`config.mk`:
```
export PLATFORM = sky130hd
export DESIGN_NAME = tap_controller
export DESIGN_NICKNAME = d
export VERILOG_FILES = /design/src/rtl/tap_pkg.sv /design/src/rtl/tap_ir.sv /design/src/rtl/tap_controller.sv
export SDC_FILE = /design/constraint.sdc
export NUM_CORES = 1
export LEC_CHECK = 0
export BUFFER_PORTS_ARGS = -buffer_cell sky130_fd_sc_hd__buf_2
export CORE_ASPECT_RATIO = 1.75
export CORE_UTILIZATION = 56
export DETAILED_ROUTE_END_ITERATION = 10
export GPL_TIMING_DRIVEN = 0
export PLACE_DENSITY = 0.84
export SYNTH_ARGS = -nofsm -noshare
export SYNTH_HDL_FRONTEND = slang
export SYNTH_SLANG_ARGS = --single-unit
```
`constraint.sdc`:
```
create_clock -name tck_i -period 3.5 [get_ports tck_i]
set_input_delay 0.7 -clock tck_i [delete_from_list [all_inputs] [get_ports tck_i]]
set_output_delay 0.7 -clock tck_i [all_outputs]
set_load 0.05 [all_outputs]
```
`src/rtl/tap_pkg.sv`:
```
// Shared types and constants for the debug-port TAP controller.
package tap_pkg;

   localparam int unsigned IR_WIDTH            = 4;
   localparam int unsigned IDCODE_WIDTH        = 32;
   localparam int unsigned globalAddress_width = 32;
   localparam int unsigned data_width          = 64;

   typedef enum logic [3:0] {
      TEST_LOGIC_RESET = 4'd0,
      RUN_IDLE         = 4'd1,
      SELECT_DR        = 4'd2,
      CAPTURE_DR       = 4'd3,
      SHIFT_DR         = 4'd4,
      EXIT1_DR         = 4'd5,
      PAUSE_DR         = 4'd6,
      EXIT2_DR         = 4'd7,
      UPDATE_DR        = 4'd8,
      SELECT_IR        = 4'd9,
      CAPTURE_IR       = 4'd10,
      SHIFT_IR         = 4'd11,
      EXIT1_IR         = 4'd12,
      PAUSE_IR         = 4'd13,
      EXIT2_IR         = 4'd14,
      UPDATE_IR        = 4'd15
   } tap_state_t;

   localparam logic [IR_WIDTH-1:0] IDCODE     = 4'b0001;
   localparam logic [IR_WIDTH-1:0] LOAD       = 4'b0010;
   localparam logic [IR_WIDTH-1:0] BYPASS     = 4'b1111;
   localparam logic [IR_WIDTH-1:0] IR_CAPTURE = 4'b0101;

   // Payload held by the downstream 96-bit load data register.
   typedef struct packed {
      logic [globalAddress_width-1:0] addr;
      logic [data_width-1:0]          data;
   } load_word_t;

   typedef enum logic [1:0] {
      SEL_IDCODE = 2'd0,
      SEL_LOAD   = 2'd1,
      SEL_BYPASS = 2'd2
   } dr_sel_t;

   // Unrecognised instruction codes fall back to the bypass path.
   function automatic dr_sel_t decode_ir(input logic [IR_WIDTH-1:0] code);
      case (code)
         IDCODE:  return SEL_IDCODE;
         LOAD:    return SEL_LOAD;
         default: return SEL_BYPASS;
      endcase
   endfunction

endpackage

```
`src/rtl/tap_ir.sv`:
```
// Instruction register: capture/shift stage plus the active instruction latch.
module tap_ir
   import tap_pkg::*;
(
   input  logic                tck_i,
   input  logic                trst_i,
   input  tap_state_t          state,
   input  logic                tdi_i,
   output logic [IR_WIDTH-1:0] ir,
   output logic                ir_tdo,
   output logic                load_active
);

   logic [IR_WIDTH-1:0] ir_shift;

   // Shift stage; partially shifted data is simply lost on reset.
   always_ff @(posedge tck_i or posedge trst_i) begin
      if (trst_i) begin
         ir_shift <= '0;
      end else if (state == CAPTURE_IR) begin
         ir_shift <= IR_CAPTURE;
      end else if (state == SHIFT_IR) begin
         ir_shift <= {tdi_i, ir_shift[IR_WIDTH-1:1]};
      end
   end

   // Active instruction; load_active is kept alongside so drEna is a flop output.
   always_ff @(posedge tck_i or posedge trst_i) begin
      if (trst_i) begin
         ir          <= IDCODE;
         load_active <= 1'b0;
      end else if (state == TEST_LOGIC_RESET) begin
         ir          <= IDCODE;
         load_active <= 1'b0;
      end else if (state == UPDATE_IR) begin
         ir          <= ir_shift;
         load_active <= (decode_ir(ir_shift) == SEL_LOAD);
      end
   end

   assign ir_tdo = ir_shift[0];

endmodule

```
`src/rtl/tap_controller.sv`:
```
// IEEE 1149.1-style TAP: state machine, IDCODE/BYPASS registers and TDO mux
// in front of the 96-bit load data register.
module tap_controller
   import tap_pkg::*;
#(
   parameter logic [IDCODE_WIDTH-1:0] IDCODE_VALUE = 32'h0000_1A5F
)(
   input  logic       tck_i,
   input  logic       trst_i,
   input  logic       tms_i,
   input  logic       tdi_i,
   input  logic       drTdo_i,
   output logic       tdo_o,
   output logic       captureDR_o,
   output logic       shiftDR_o,
   output logic       updateDR_o,
   output logic       drEna_o,
   output logic [3:0] state_o
);

   tap_state_t              state;
   tap_state_t              state_next;
   logic [IDCODE_WIDTH-1:0] idcode_sr;
   logic                    bypass;
   logic [IR_WIDTH-1:0]     ir;
   logic                    ir_tdo;
   logic                    load_active;
   dr_sel_t                 dr_sel;

   always_ff @(posedge tck_i or posedge trst_i) begin
      if (trst_i) begin
         state <= TEST_LOGIC_RESET;
      end else begin
         state <= state_next;
      end
   end

   always_comb begin
      state_next = state;
      case (state)
         TEST_LOGIC_RESET: state_next = tms_i ? TEST_LOGIC_RESET : RUN_IDLE;
         RUN_IDLE:         state_next = tms_i ? SELECT_DR        : RUN_IDLE;
         SELECT_DR:        state_next = tms_i ? SELECT_IR        : CAPTURE_DR;
         CAPTURE_DR:       state_next = tms_i ? EXIT1_DR         : SHIFT_DR;
         SHIFT_DR:         state_next = tms_i ? EXIT1_DR         : SHIFT_DR;
         EXIT1_DR:         state_next = tms_i ? UPDATE_DR        : PAUSE_DR;
         PAUSE_DR:         state_next = tms_i ? EXIT2_DR         : PAUSE_DR;
         EXIT2_DR:         state_next = tms_i ? UPDATE_DR        : SHIFT_DR;
         UPDATE_DR:        state_next = tms_i ? SELECT_DR        : RUN_IDLE;
         SELECT_IR:        state_next = tms_i ? TEST_LOGIC_RESET : CAPTURE_IR;
         CAPTURE_IR:       state_next = tms_i ? EXIT1_IR         : SHIFT_IR;
         SHIFT_IR:         state_next = tms_i ? EXIT1_IR         : SHIFT_IR;
         EXIT1_IR:         state_next = tms_i ? UPDATE_IR        : PAUSE_IR;
         PAUSE_IR:         state_next = tms_i ? EXIT2_IR         : PAUSE_IR;
         EXIT2_IR:         state_next = tms_i ? UPDATE_IR        : SHIFT_IR;
         UPDATE_IR:        state_next = tms_i ? SELECT_DR        : RUN_IDLE;
         default:          state_next = TEST_LOGIC_RESET;
      endcase
   end

   // Strobes are flopped from the next state, so each is high exactly while in its state.
   always_ff @(posedge tck_i or posedge trst_i) begin
      if (trst_i) begin
         captureDR_o <= 1'b0;
         shiftDR_o   <= 1'b0;
         updateDR_o  <= 1'b0;
      end else begin
         captureDR_o <= (state_next == CAPTURE_DR);
         shiftDR_o   <= (state_next == SHIFT_DR);
         updateDR_o  <= (state_next == UPDATE_DR);
      end
   end

   tap_ir u_ir (
      .tck_i       (tck_i),
      .trst_i      (trst_i),
      .state       (state),
      .tdi_i       (tdi_i),
      .ir          (ir),
      .ir_tdo      (ir_tdo),
      .load_active (load_active)
   );

   assign dr_sel = decode_ir(ir);

   // IDCODE and BYPASS data registers; only the one selected by ir moves.
   always_ff @(posedge tck_i or posedge trst_i) begin
      if (trst_i) begin
         idcode_sr <= '0;
         bypass    <= 1'b0;
      end else begin
         if (dr_sel == SEL_IDCODE) begin
            if (state == CAPTURE_DR) begin
               idcode_sr <= IDCODE_VALUE;
            end else if (state == SHIFT_DR) begin
               idcode_sr <= {tdi_i, idcode_sr[IDCODE_WIDTH-1:1]};
            end
         end
         if (dr_sel == SEL_BYPASS) begin
            if (state == CAPTURE_DR) begin
               bypass <= 1'b0;
            end else if (state == SHIFT_DR) begin
               bypass <= tdi_i;
            end
         end
      end
   end

   always_comb begin
      tdo_o = 1'b0;
      case (state)
         SHIFT_IR: tdo_o = ir_tdo;
         SHIFT_DR: begin
            case (dr_sel)
               SEL_LOAD:   tdo_o = drTdo_i;
               SEL_IDCODE: tdo_o = idcode_sr[0];
               default:    tdo_o = bypass;
            endcase
         end
         default: tdo_o = 1'b0;
      endcase
   end

   assign drEna_o = load_active;
   assign state_o = state;

endmodule
```
==> results.md <==
- Ant. Diodes: 0
- Clock power frac: 15.2%
- Sw frac: 44.3%
- #FFs+latches synth: between 40 and 50
- Final setup TNS: 0 ns
- Power Total: 2.13 mW
- Most numerous cell in the Yosys netlist: nand2_1
- Vias in the first global route: 1,653
- Clock Latency Late Sink: 0.30 ns
- Synth Instances: between 200 and 250
- Pint: 1.19 mW
- Share of the synthesized area in the top cell type: 54.7%
- Highest Signal Layer: met4
- Setup Fix Bufs, Post-CTS: 0
- Ys async rst share: 100%
- Final period utilization: 77.5%
- Core ar.: 0.00370 sq mm
- Number of CTS-inserted buffers: 5
- Post-DP HPWL: 3020 um
- Largest net degree at the start of global routing: 31
- FMAX: ~370 MHz
- Worst vdd ir: 0.518 mV
- Largest family of logic cells by synthesized area: simple AND/OR/NAND/NOR gates
- DR iter-0 viols: 58
- Met1 WL: around 1700 um
- XOR/XNOR Fraction of Synth Area: 0.399%
- First-pass GRT wire length: 7170 um
- Synth-to-Final Area Change: 10.4%
- Synth Flop Type: dfrtp_1
- Combinational share of power: 44.9%
- GRT Resource Usage Total: 22.9%
- Maxcap violations: 0
- Syn nets: approximately 250
- Power per cell area: 877 mW/mm^2
- Clock Tree Root: clkbuf_8
- Crit path to: tdo_o
- Leakage: 1.08 nW
- Drt drc: 0
- PortBufs: 13
- # rows: 29
- CTS resizes: 0
- Max_slew headroom: 32.0%
- Antenna Nets Post-Route: 0
- Synth cell count leaders: nand2_1 (67), dfrtp_1 (48), o21ai_1 (31)
- Hold-fix buffers at CTS: 0
- Seq/Total Area, Yosys: 55.9%
- Mean Syn Cell Area: 9.04 sq um
- Die W: 49.4 um
- Area contributors post-synth: dfrtp_1 (55%), nand2_1 (11%), o21ai_1 (7.1%), nor2_1 (2.9%), nor2b_1 (2.3%)
- Mapped Area: between 0.002 and 0.0025 sq mm
- Clock sink count: between 40 and 50
- Net Sw Power: 0.943 mW
- R2R Setup Slk: 1.60 ns
- Fin. max-slew vios: 0
- Number of flops mapped to enable cells by yosys: 0
- Yosys cell types: 40
- Share of cells above drive strength 1: 13.6%
- Worst r2r path cells: 4
- Met2 WL post-DR: 2140 um
- CP arrival: 2.01 ns
- Chip Height: 84.9 um
- Wirelength per Cell: 13.5 um
- Routed wire length: 4190 um
- Outcome: completed
- I/O pins: 14
- Compound-Gate Fraction of Synth Area: 16.7%
- Clock Path Buffers: 2
- Vias: 1,764
- Post-Synth Simple-Gate Area: 21.8%
- H-tree depth: 2
- Final Critical Period: 2.71 ns
- CTS tree: done
- Die area: 0.00419 sq mm
- WL met3: 151 um
- Hold Crit Class: input pin to asynchronous set/reset pin
- FF-to-FF End: idcode_sr[3]
- Vias per cell: 5.67
- Total gr overflow: 0
- Worst slew pin tran: slightly above 1 ns
- Unrepaired setup endpoints after global routing: false
- Warnings, synthesis: 0
- Mux share of post-synthesis cell area: under 10%
- Crit path capture type: output port
- DRT Pass-1 Iters: 4
- Crit path kind: register to output port
- Worst Setup SP: u_ir.ir[0]
- CP Max Fanout: 4
- Post-Synth Adder-Cell Area: 0%
- Fin Clk Skew: a little under 0.01 ns
- Setup violators final: 0
- Worst r2r src: state_o[3]
- Final Hold Viols: 0
- Antenna violations before repair: 0
- GPL Wtd Cong: 0.890
- Worst-path clk slew: about 0.090 ns
- Worst EP required: 2.80 ns
- Sequential share of power: 39.9%
- Initial Utilization: 59.4%
- Final nets: 269
- CP startpoint kind: register
- Synth area leader: dfrtp_1
[cells in the final DEF (no fill, tap or decap), types with 2 or more instances in the layout]
cell type,n
nand2_1,67
dfrtp_1,48
o21ai_1,31
buf_2,21
nor2_1,17
nor2b_1,8
clkbuf_1,8
o21ai_0,7
a21oi_1,5
clkbuf_8,5
inv_1,4
nor3_1,4
or3_1,2
nand3_1,2
nand4_1,2
o22ai_1,2
nand2b_1,2
o41ai_1,2
mux2_2,2
[layer usage]
metal | vias up | global-route usage [%]
met5 | - | 0
met4 | 0 | 15.2
met3 | 16 | 3.94
met2 | 43 | 37.5
met1 | 840 | 27.1
li1 | 865 | -
[per-stage QoR]
stage          util [%]  instance area (sq um)  worst slack (ns)  hold slack, ns  instances
4_1_cts            65.6                   2430             0.814           0.391        311
2_1_floorplan         -                   2200            0.0966           0.455        243
6_report           65.6                   2430             0.788           0.384        311
5_1_grt            65.6                   2430             0.759           0.402        311
3_5_place_dp       63.2                   2340              1.16           0.475        303
3_3_place_gp       62.7                   2320              1.08           0.470        302
[how the worst min path moves through the flow]
| stage | endpoint | slack, ns | from | cells after the start |
|---|---|---|---|---|
| after detailed placement | u_ir.load_active | 0.47 | u_ir.load_active | 2 |
| after CTS | idcode_sr[8] | 0.39 | trst_i | 2 |
| after global placement | idcode_sr[18] | 0.47 | idcode_sr[18] | 2 |
| after global routing | idcode_sr[8] | 0.40 | trst_i | 2 |
| final | idcode_sr[8] | 0.38 | trst_i | 2 |
| after floorplan | idcode_sr[11] | 0.46 | idcode_sr[11] | 2 |
[power groups by stage]
stage	logic, mW	registers [mW]	clock network [mW]
after floorplan	0.645	0.938	0
after global placement	0.930	0.851	0
after detailed placement	0.950	0.859	0
after CTS	0.956	0.848	0.334
after global routing	1.06	0.870	0.355
final	0.956	0.849	0.324
[registers in the layout, summed over array words and instances (netlist names)]
signal / count
u_ir.ir: 4
captureDR_o: 1
updateDR_o: 1
state_o: 4
u_ir.ir_shift: 4
shiftDR_o: 1
u_ir.load_active: 1
bypass: 1
idcode_sr: 32
[kinds of logic (layout without fill, tap and decap cells)]
group / after synthesis / in the layout
simple gates: 110 / 110
xor+xnor: 1 / 1
flops: 49 / 49
compound gates: 60 / 60
buf+inv: 21 / 43
mux: 2 / 2
[cell type report]
| class | count | area (sq um) |
|---|---|---|
| Multi-Input combinational cell | 173 | 877 |
| Timing Repair Buffer | 14 | 85.1 |
| Sequential cell | 49 | 1230 |
| Clock buffer | 6 | 72.6 |
| Fill cell | 330 | 1270 |
| Inverter | 5 | 18.8 |
| Tap cell | 46 | 57.6 |
| Buffer | 16 | 73.8 |
| Clock inverter | 2 | 13.8 |
[worst max-delay path: stages, from the launching register on]
cell     delay (ns)
dfstp_2        0.56
nor2b_1        0.23
a22o_1         0.18
a22oi_1        0.09
o41ai_1        0.32
buf_2          0.33
(Power assumes the default switching activity.)
